**src/rtl/twd_pkg.sv**
```systemverilog
// Shared types and helpers for the trivial-twiddle FFT stage.
// Optional macro TWD_TRIV_SAT_EN selects a saturating negate.
package twd_pkg;

  typedef enum logic [1:0] {
    ROT_P1 = 2'd0,
    ROT_MJ = 2'd1,
    ROT_M1 = 2'd2,
    ROT_PJ = 2'd3
  } rot_e;

  localparam int NW = 32;
  typedef logic signed [NW-1:0] wide_t;

  // Encoding is the power of -j, so the forward
  // rotation is k and the inverse one is -k mod 4.
  function automatic rot_e rot_sel(
    input logic [1:0] k,
    input logic       mode
  );
    logic [1:0] q;
    q = mode ? (2'd0 - k) : k;
    return rot_e'(q);
  endfunction

  // Negate a sign-extended w-bit sample.
  // Result: {clipped, value}; caller keeps the low w bits.
  function automatic logic [NW:0] neg_w(
    input wide_t       x,
    input int unsigned w
  );
    wide_t lim;
    wide_t n;
    lim = wide_t'(1) <<< (w - 1);
    n   = -x;
`ifdef TWD_TRIV_SAT_EN
    if (n == lim) return {1'b1, lim - wide_t'(1)};
`endif
    return {1'b0, n};
  endfunction

endpackage

```
**src/rtl/twd_rot_lane.sv**
```systemverilog
// One lane of trivial rotation by 1, -j, -1 or +j.
// In: i_rot, i_re, i_im. Out: o_re, o_im, o_sat.
module twd_rot_lane
  import twd_pkg::*;
#(
  parameter int DW = 10
) (
  input  rot_e                 i_rot,
  input  logic signed [DW-1:0] i_re,
  input  logic signed [DW-1:0] i_im,
  output logic signed [DW-1:0] o_re,
  output logic signed [DW-1:0] o_im,
  output logic                 o_sat
);

  logic [NW:0] w_nre;
  logic [NW:0] w_nim;

  assign w_nre = neg_w(wide_t'(i_re), DW);
  assign w_nim = neg_w(wide_t'(i_im), DW);

  // Upper bits are just sign extension.
  logic w_unused;
  assign w_unused = ^{w_nre[NW-1:DW], w_nim[NW-1:DW]};

  always_comb begin
    o_re  = i_re;
    o_im  = i_im;
    o_sat = 1'b0;
    unique case (i_rot)
      ROT_P1: ;
      ROT_MJ: begin
        o_re  = i_im;
        o_im  = w_nre[DW-1:0];
        o_sat = w_nre[NW];
      end
      ROT_M1: begin
        o_re  = w_nre[DW-1:0];
        o_im  = w_nim[DW-1:0];
        o_sat = w_nre[NW] | w_nim[NW];
      end
      ROT_PJ: begin
        o_re  = w_nim[DW-1:0];
        o_im  = i_re;
        o_sat = w_nim[NW];
      end
      default: ;
    endcase
  end

endmodule

```
**src/rtl/twd_mul_triv.sv**
```systemverilog
// Trivial-twiddle stage: sums pass, diffs rotated per segment.
// Ports: clk, rstn, i_valid/i_clr/i_inv, sum/diff in, o_* out.
// TWD_TRIV_SAT_EN enables clipping and o_sat.
module twd_mul_triv
  import twd_pkg::*;
#(
  parameter int LANES   = 16,
  parameter int DW      = 10,
  parameter int SEG_LEN = 8,
  parameter int N_SEG   = 2
) (
  input  logic                  clk,
  input  logic                  rstn,
  input  logic                  i_valid,
  input  logic                  i_clr,
  input  logic                  i_inv,
  input  logic [LANES*DW-1:0]   i_sum_re,
  input  logic [LANES*DW-1:0]   i_sum_im,
  input  logic [LANES*DW-1:0]   i_diff_re,
  input  logic [LANES*DW-1:0]   i_diff_im,
  output logic                  o_valid,
  output logic [LANES*DW-1:0]   o_sum_re,
  output logic [LANES*DW-1:0]   o_sum_im,
  output logic [LANES*DW-1:0]   o_diff_re,
  output logic [LANES*DW-1:0]   o_diff_im,
  output logic                  o_sat
);

  localparam int FRAME = N_SEG * SEG_LEN;
  localparam int CW    = (FRAME > 1) ? $clog2(FRAME) : 1;
  localparam int SH    = $clog2(SEG_LEN);
  localparam int LW    = LANES * DW;
  localparam logic [CW-1:0] LAST = CW'(FRAME - 1);

  logic [CW-1:0]    r_cnt;
  logic             r_inv;
  logic             r_vld;
  logic             r_sat;
  logic [LW-1:0]    r_sre;
  logic [LW-1:0]    r_sim;
  logic [LW-1:0]    r_dre;
  logic [LW-1:0]    r_dim;

  logic [CW-1:0]    w_ecnt;
  logic [CW-1:0]    w_nxt;
  logic [1:0]       w_k;
  logic             w_first;
  logic             w_mode;
  rot_e             w_rot;
  logic [LW-1:0]    w_dre;
  logic [LW-1:0]    w_dim;
  logic [LANES-1:0] w_lsat;

  // i_clr forces this beat to be frame beat 0.
  assign w_ecnt  = i_clr ? '0 : r_cnt;
  assign w_first = (w_ecnt == '0);
  assign w_k     = 2'(w_ecnt >> SH);
  assign w_nxt   = (w_ecnt == LAST) ? '0
                 : w_ecnt + CW'(1);
  assign w_mode  = w_first ? i_inv : r_inv;
  assign w_rot   = rot_sel(w_k, w_mode);

  for (genvar g = 0; g < LANES; g++) begin : g_lane
    twd_rot_lane #(
      .DW (DW)
    ) u_lane (
      .i_rot (w_rot),
      .i_re  (i_diff_re[g*DW +: DW]),
      .i_im  (i_diff_im[g*DW +: DW]),
      .o_re  (w_dre[g*DW +: DW]),
      .o_im  (w_dim[g*DW +: DW]),
      .o_sat (w_lsat[g])
    );
  end

  always_ff @(posedge clk or negedge rstn) begin
    if (!rstn) begin
      r_cnt <= '0;
      r_inv <= 1'b0;
      r_vld <= 1'b0;
      r_sat <= 1'b0;
      r_sre <= '0;
      r_sim <= '0;
      r_dre <= '0;
      r_dim <= '0;
    end else begin
      r_vld <= i_valid;
      r_sat <= i_valid & (|w_lsat);
      if (i_valid) begin
        r_cnt <= w_nxt;
        if (w_first) r_inv <= i_inv;
        r_sre <= i_sum_re;
        r_sim <= i_sum_im;
        r_dre <= w_dre;
        r_dim <= w_dim;
      end else if (i_clr) begin
        r_cnt <= '0;
      end
    end
  end

  assign o_valid   = r_vld;
  assign o_sat     = r_sat;
  assign o_sum_re  = r_sre;
  assign o_sum_im  = r_sim;
  assign o_diff_re = r_dre;
  assign o_diff_im = r_dim;

endmodule

```
**config.mk**
```make
export PLATFORM = sky130hd
export DESIGN_NAME = twd_mul_triv
export DESIGN_NICKNAME = d
export VERILOG_FILES = /design/src/rtl/twd_pkg.sv /design/src/rtl/twd_rot_lane.sv /design/src/rtl/twd_mul_triv.sv
export SDC_FILE = /design/constraint.sdc
export NUM_CORES = 1
export LEC_CHECK = 0
export CAP_MARGIN = 10
export CORE_AREA = 10 10 495 497
export CTS_BUF_LIST = sky130_fd_sc_hd__clkbuf_4 sky130_fd_sc_hd__clkbuf_8 sky130_fd_sc_hd__clkbuf_16
export CTS_CLUSTER_DIAMETER = 50
export DETAILED_ROUTE_END_ITERATION = 16
export DIE_AREA = 0 0 505 507
export PLACE_DENSITY = 0.37
export SYNTH_ARGS = -nofsm -noshare
export SYNTH_HDL_FRONTEND = slang
export SYNTH_SLANG_ARGS = --single-unit
```
**constraint.sdc**
```tcl
create_clock -name clk -period 2.5 [get_ports clk]
set_clock_uncertainty 0.2 [all_clocks]
set_input_delay 0.375 -clock clk [delete_from_list [all_inputs] [get_ports clk]]
set_output_delay 0.375 -clock clk [all_outputs]
set_load 0.1 [all_outputs]
```
==> out/metrics.cfg <==
[yosys]
synth-edff-count = 0
synth_sequential_area_ratio = 0.513
ys.flop_type = dfrtp_1
ys_ff_latch = 646
netlist.area_leader.share = 0.513
synth.area.mux_share = 0.124
yosys_warnings = 0
largest_family_of_logic_cells_by_synthesized_area = compound AO/OA/AOI/OAI gates
synthArstFlopShare = 1.00
post_synth_instance_area_um2 = 31500
synth_compound_area_frac = 0.145
yosys.area_share.xor_xnor = 0.0717
syn-instance-count = 3015
post_synth_main_area_contributors = dfrtp_1, mux2_2, a21oi_1
syn-num-nets = 3694
yosys.area_share.simple = 0.0835
synth-adder-area-share = 0.0135
synth.avg_cell_area_um2 = 10.5
synthDominantAreaCellType = dfrtp_1
yosys.cell_types.count = 41

[timing]
setup_violations = 0
post-route-period-util = 0.985
hold_violations = 0
layout_min_cycle_time_ns = 2.46
fmaxAchievable_mhz = 406
post-route-worst-setup-slack_ns = 0.0375
least_margin_pin_slew_ns = 0.841
relSlewSlack = 0.439
report.final.slew_viol_count = 0
grt_setup_unrepaired = yes
whs_ns = 0.0375
setup-tns-final_ns = 0

[setup_path]
timing.setup.critical_path_class = flip-flop to flip-flop
critPathLaunchType = flip-flop
cp_data_arrival_time_ns = 2.88
critPathRequiredTime_ns = 2.92
critPathCaptureType = flip-flop
critPathMaxFanout = 8

[cells_and_area]
num-nets-final = 5525
finish.utilization = 0.244
area_growth_pct = 81.4
drive_above_1_share = 0.321
final-instance-count-excl-fill = 8157
final_design_area_no_fill_um2 = 57200

[placed_design]
io_buffer_count = 1285
placement.setup.worst_slack_ns = -0.890
post-dp-hpwl_mm = 171
placement.cell_area_um2 = 49000
place.detailed.instances = 7569
finalWeightedCongestion = 0.872

[grt]
first_global_vias = 34100
grt_max_degree = 155
grt_antenna_before_repair = 106
globalRouteOverflowTotal = 0
globalRouteTotalUtil = 0.157
grt_first_pass_wirelength_mm = 289

[detailed_routing]
route.detailed.drc = 0
totalWireLength_mm = 213
dr.first_iter.drc_count = 2026
detail_route.vias_per_cell = 3.95
number_of_vias_after_detailed_routing = 32200
wl_per_cell_um = 26.1
ant_nets = 0
detail_route.first_pass.iterations = 5

[power]
netSwitchingFraction = 0.402
share_seq_of_total_power = 0.255
p_switching_mw = 19.3
power.leakage_nw = 24.2
comb_power_share = 0.341
total_power_mw = 47.9
worst_ir_drop_vdd_mv = 0.578
clkPwrFrac = 0.404
power_per_cell_area_nw_per_um2 = 838
internal_power_mw = 28.7

[cts]
cts-root-to-sink-buffers = 3
cts_htree_levels = 4
cts_num_sinks = 646
cts_buffer_count = 132
ctsRootBufferMaster = clkbuf_16
tritoncts = yes
insertion_delay_ns = 0.78
clk_pin_slew_worst_paths_ns = 0.05

[floorplan]
floorplan.die.height_um = 507
fp-row-count = 178
die-width_um = 505
total_die_area_um2 = 256000
io-pin-count = 1287
core_region_area_um2 = 235000
initial_util = 0.134

[status]
outcome = complete, no violations

[job]
drv_cap = 0

[min_path]
timing.hold.worst.class = primary input to asynchronous set/reset pin

[Yosys cell counts, drive strengths merged (3+ instances only)]
cell type / n
or4: 24
a31oi: 40
or2: 8
o221ai: 105
o31ai: 48
o41ai: 27
nor2b: 3
clkbuf: 173
ha: 34
mux2i: 32
mux2: 320
o22ai: 184
xnor2: 119
dfrtp: 646
a21oi: 260
xor2: 139
nor2: 290
nand3: 117
nor3: 51
nand2b: 4
or3: 10
inv: 192
o21ai: 55
nand2: 87
buf: 37
[worst max-delay path: stages (launching register included)]
cell       delay, ns
dfrtp_1         0.32
nor2b_4         0.15
inv_2           0.05
ha_4            0.16
a21bo_2         0.24
o22ai_4         0.15
buf_6           0.14
buf_12          0.16
buf_6           0.12
clkbuf_16       0.13
buf_4           0.11
mux2i_2         0.22
o22ai_1         0.11
[cells in the final DEF, fill, tap and decap left out, types with 5 or more instances in the layout]
| cell type | count |
|---|---|
| buf_4 | 923 |
| diode_2 | 56 |
| clkinv_4 | 5 |
| o21ai_0 | 53 |
| buf_12 | 49 |
| or4_1 | 23 |
| dfrtp_1 | 645 |
| clkinv_2 | 17 |
| o221ai_1 | 105 |
| mux2i_1 | 31 |
| nand2_1 | 85 |
| o31ai_1 | 46 |
| nand3_1 | 117 |
| a31oi_1 | 38 |
| clkbuf_8 | 20 |
| ha_1 | 33 |
| or3_1 | 9 |
| nor3_1 | 51 |
| or2_2 | 8 |
| clkdlybuf4s50_1 | 642 |
| inv_1 | 191 |
| xnor2_1 | 118 |
| xor2_1 | 139 |
| o22ai_1 | 183 |
| dlygate4sd3_1 | 279 |
| clkbuf_4 | 17 |
| clkinvlp_4 | 13 |
| o41ai_1 | 26 |
| nor2_1 | 289 |
| clkbuf_16 | 140 |
| a21oi_1 | 250 |
| mux2_2 | 320 |
| clkinv_16 | 6 |
| bufinv_16 | 18 |
| a21oi_2 | 8 |
[final cells by class]
cell class	count	area (um2)
diodes	56	140
clock buffers	170	3730
clock inverters	69	1100
fillers	25400	178000
inverters	193	729
multi-input cells	1966	14000
flip-flops and latches	646	16200
well taps	3150	3940
repair buffers	1907	17400
[cells by family (layout without fill, tap and decap cells)]
group,Yosys count,count (layout)
and+or+nand+nor,598,598
adders and majority gates,34,34
xor gates and xnor gates,258,258
other,1,57
AOI/OAI and AO/OA,723,723
DFF,646,646
buffers and inverters,403,2339
muxes,352,352
[worst paths after layout]
check	cells after the start	from	slack, ns	endpoint
setup / recovery	12	r_cnt[0]	0.04	o_diff_re[21]
setup reg to reg	12	r_cnt[0]	0.04	o_diff_re[21]
hold / removal	2	rstn	0.04	o_diff_re[154]
max in group asynchronous	3	rstn	1.13	o_diff_re[62]
hold reg to reg	1	o_sum_re[152]	0.31	o_sum_re[152]
min in group clk	2	i_sum_re[159]	0.07	o_sum_re[159]
[registers in the layout (all words and copies together), names as in the netlist]
| signal | count |
|---|---|
| r_inv | 1 |
| o_sum_re | 160 |
| o_diff_im | 160 |
| o_sum_im | 160 |
| o_valid | 1 |
| r_cnt | 4 |
| o_diff_re | 160 |
[what timing repair did]
action                                  4_1_cts  5_1_grt
endpoints found under the setup margin      259       72
resized for setup                             7       31
setup buffers                                 0        8
hold endpoints to repair                    680        0
gates cloned                                  0        7
hold buffers                                279        0
pin swaps                                     0       10
[power groups by stage]
stage	clock network (mW)	logic, mW	registers [mW]
2_1_floorplan	0	2.88	19.4
3_3_place_gp	0	15.9	12.3
3_5_place_dp	0	15.9	12.4
4_1_cts	20.0	16.3	12.2
5_1_grt	20.4	17.0	12.3
6_report	19.4	16.4	12.2
[per-layer routing]
metal / track usage / share of wire
met5: 0 / 0.0018
met4: 0.0483 / 0.031
met3: 0.0523 / 0.076
met2: 0.283 / 0.51
met1: 0.174 / 0.38
(Power assumes the default switching activity.)
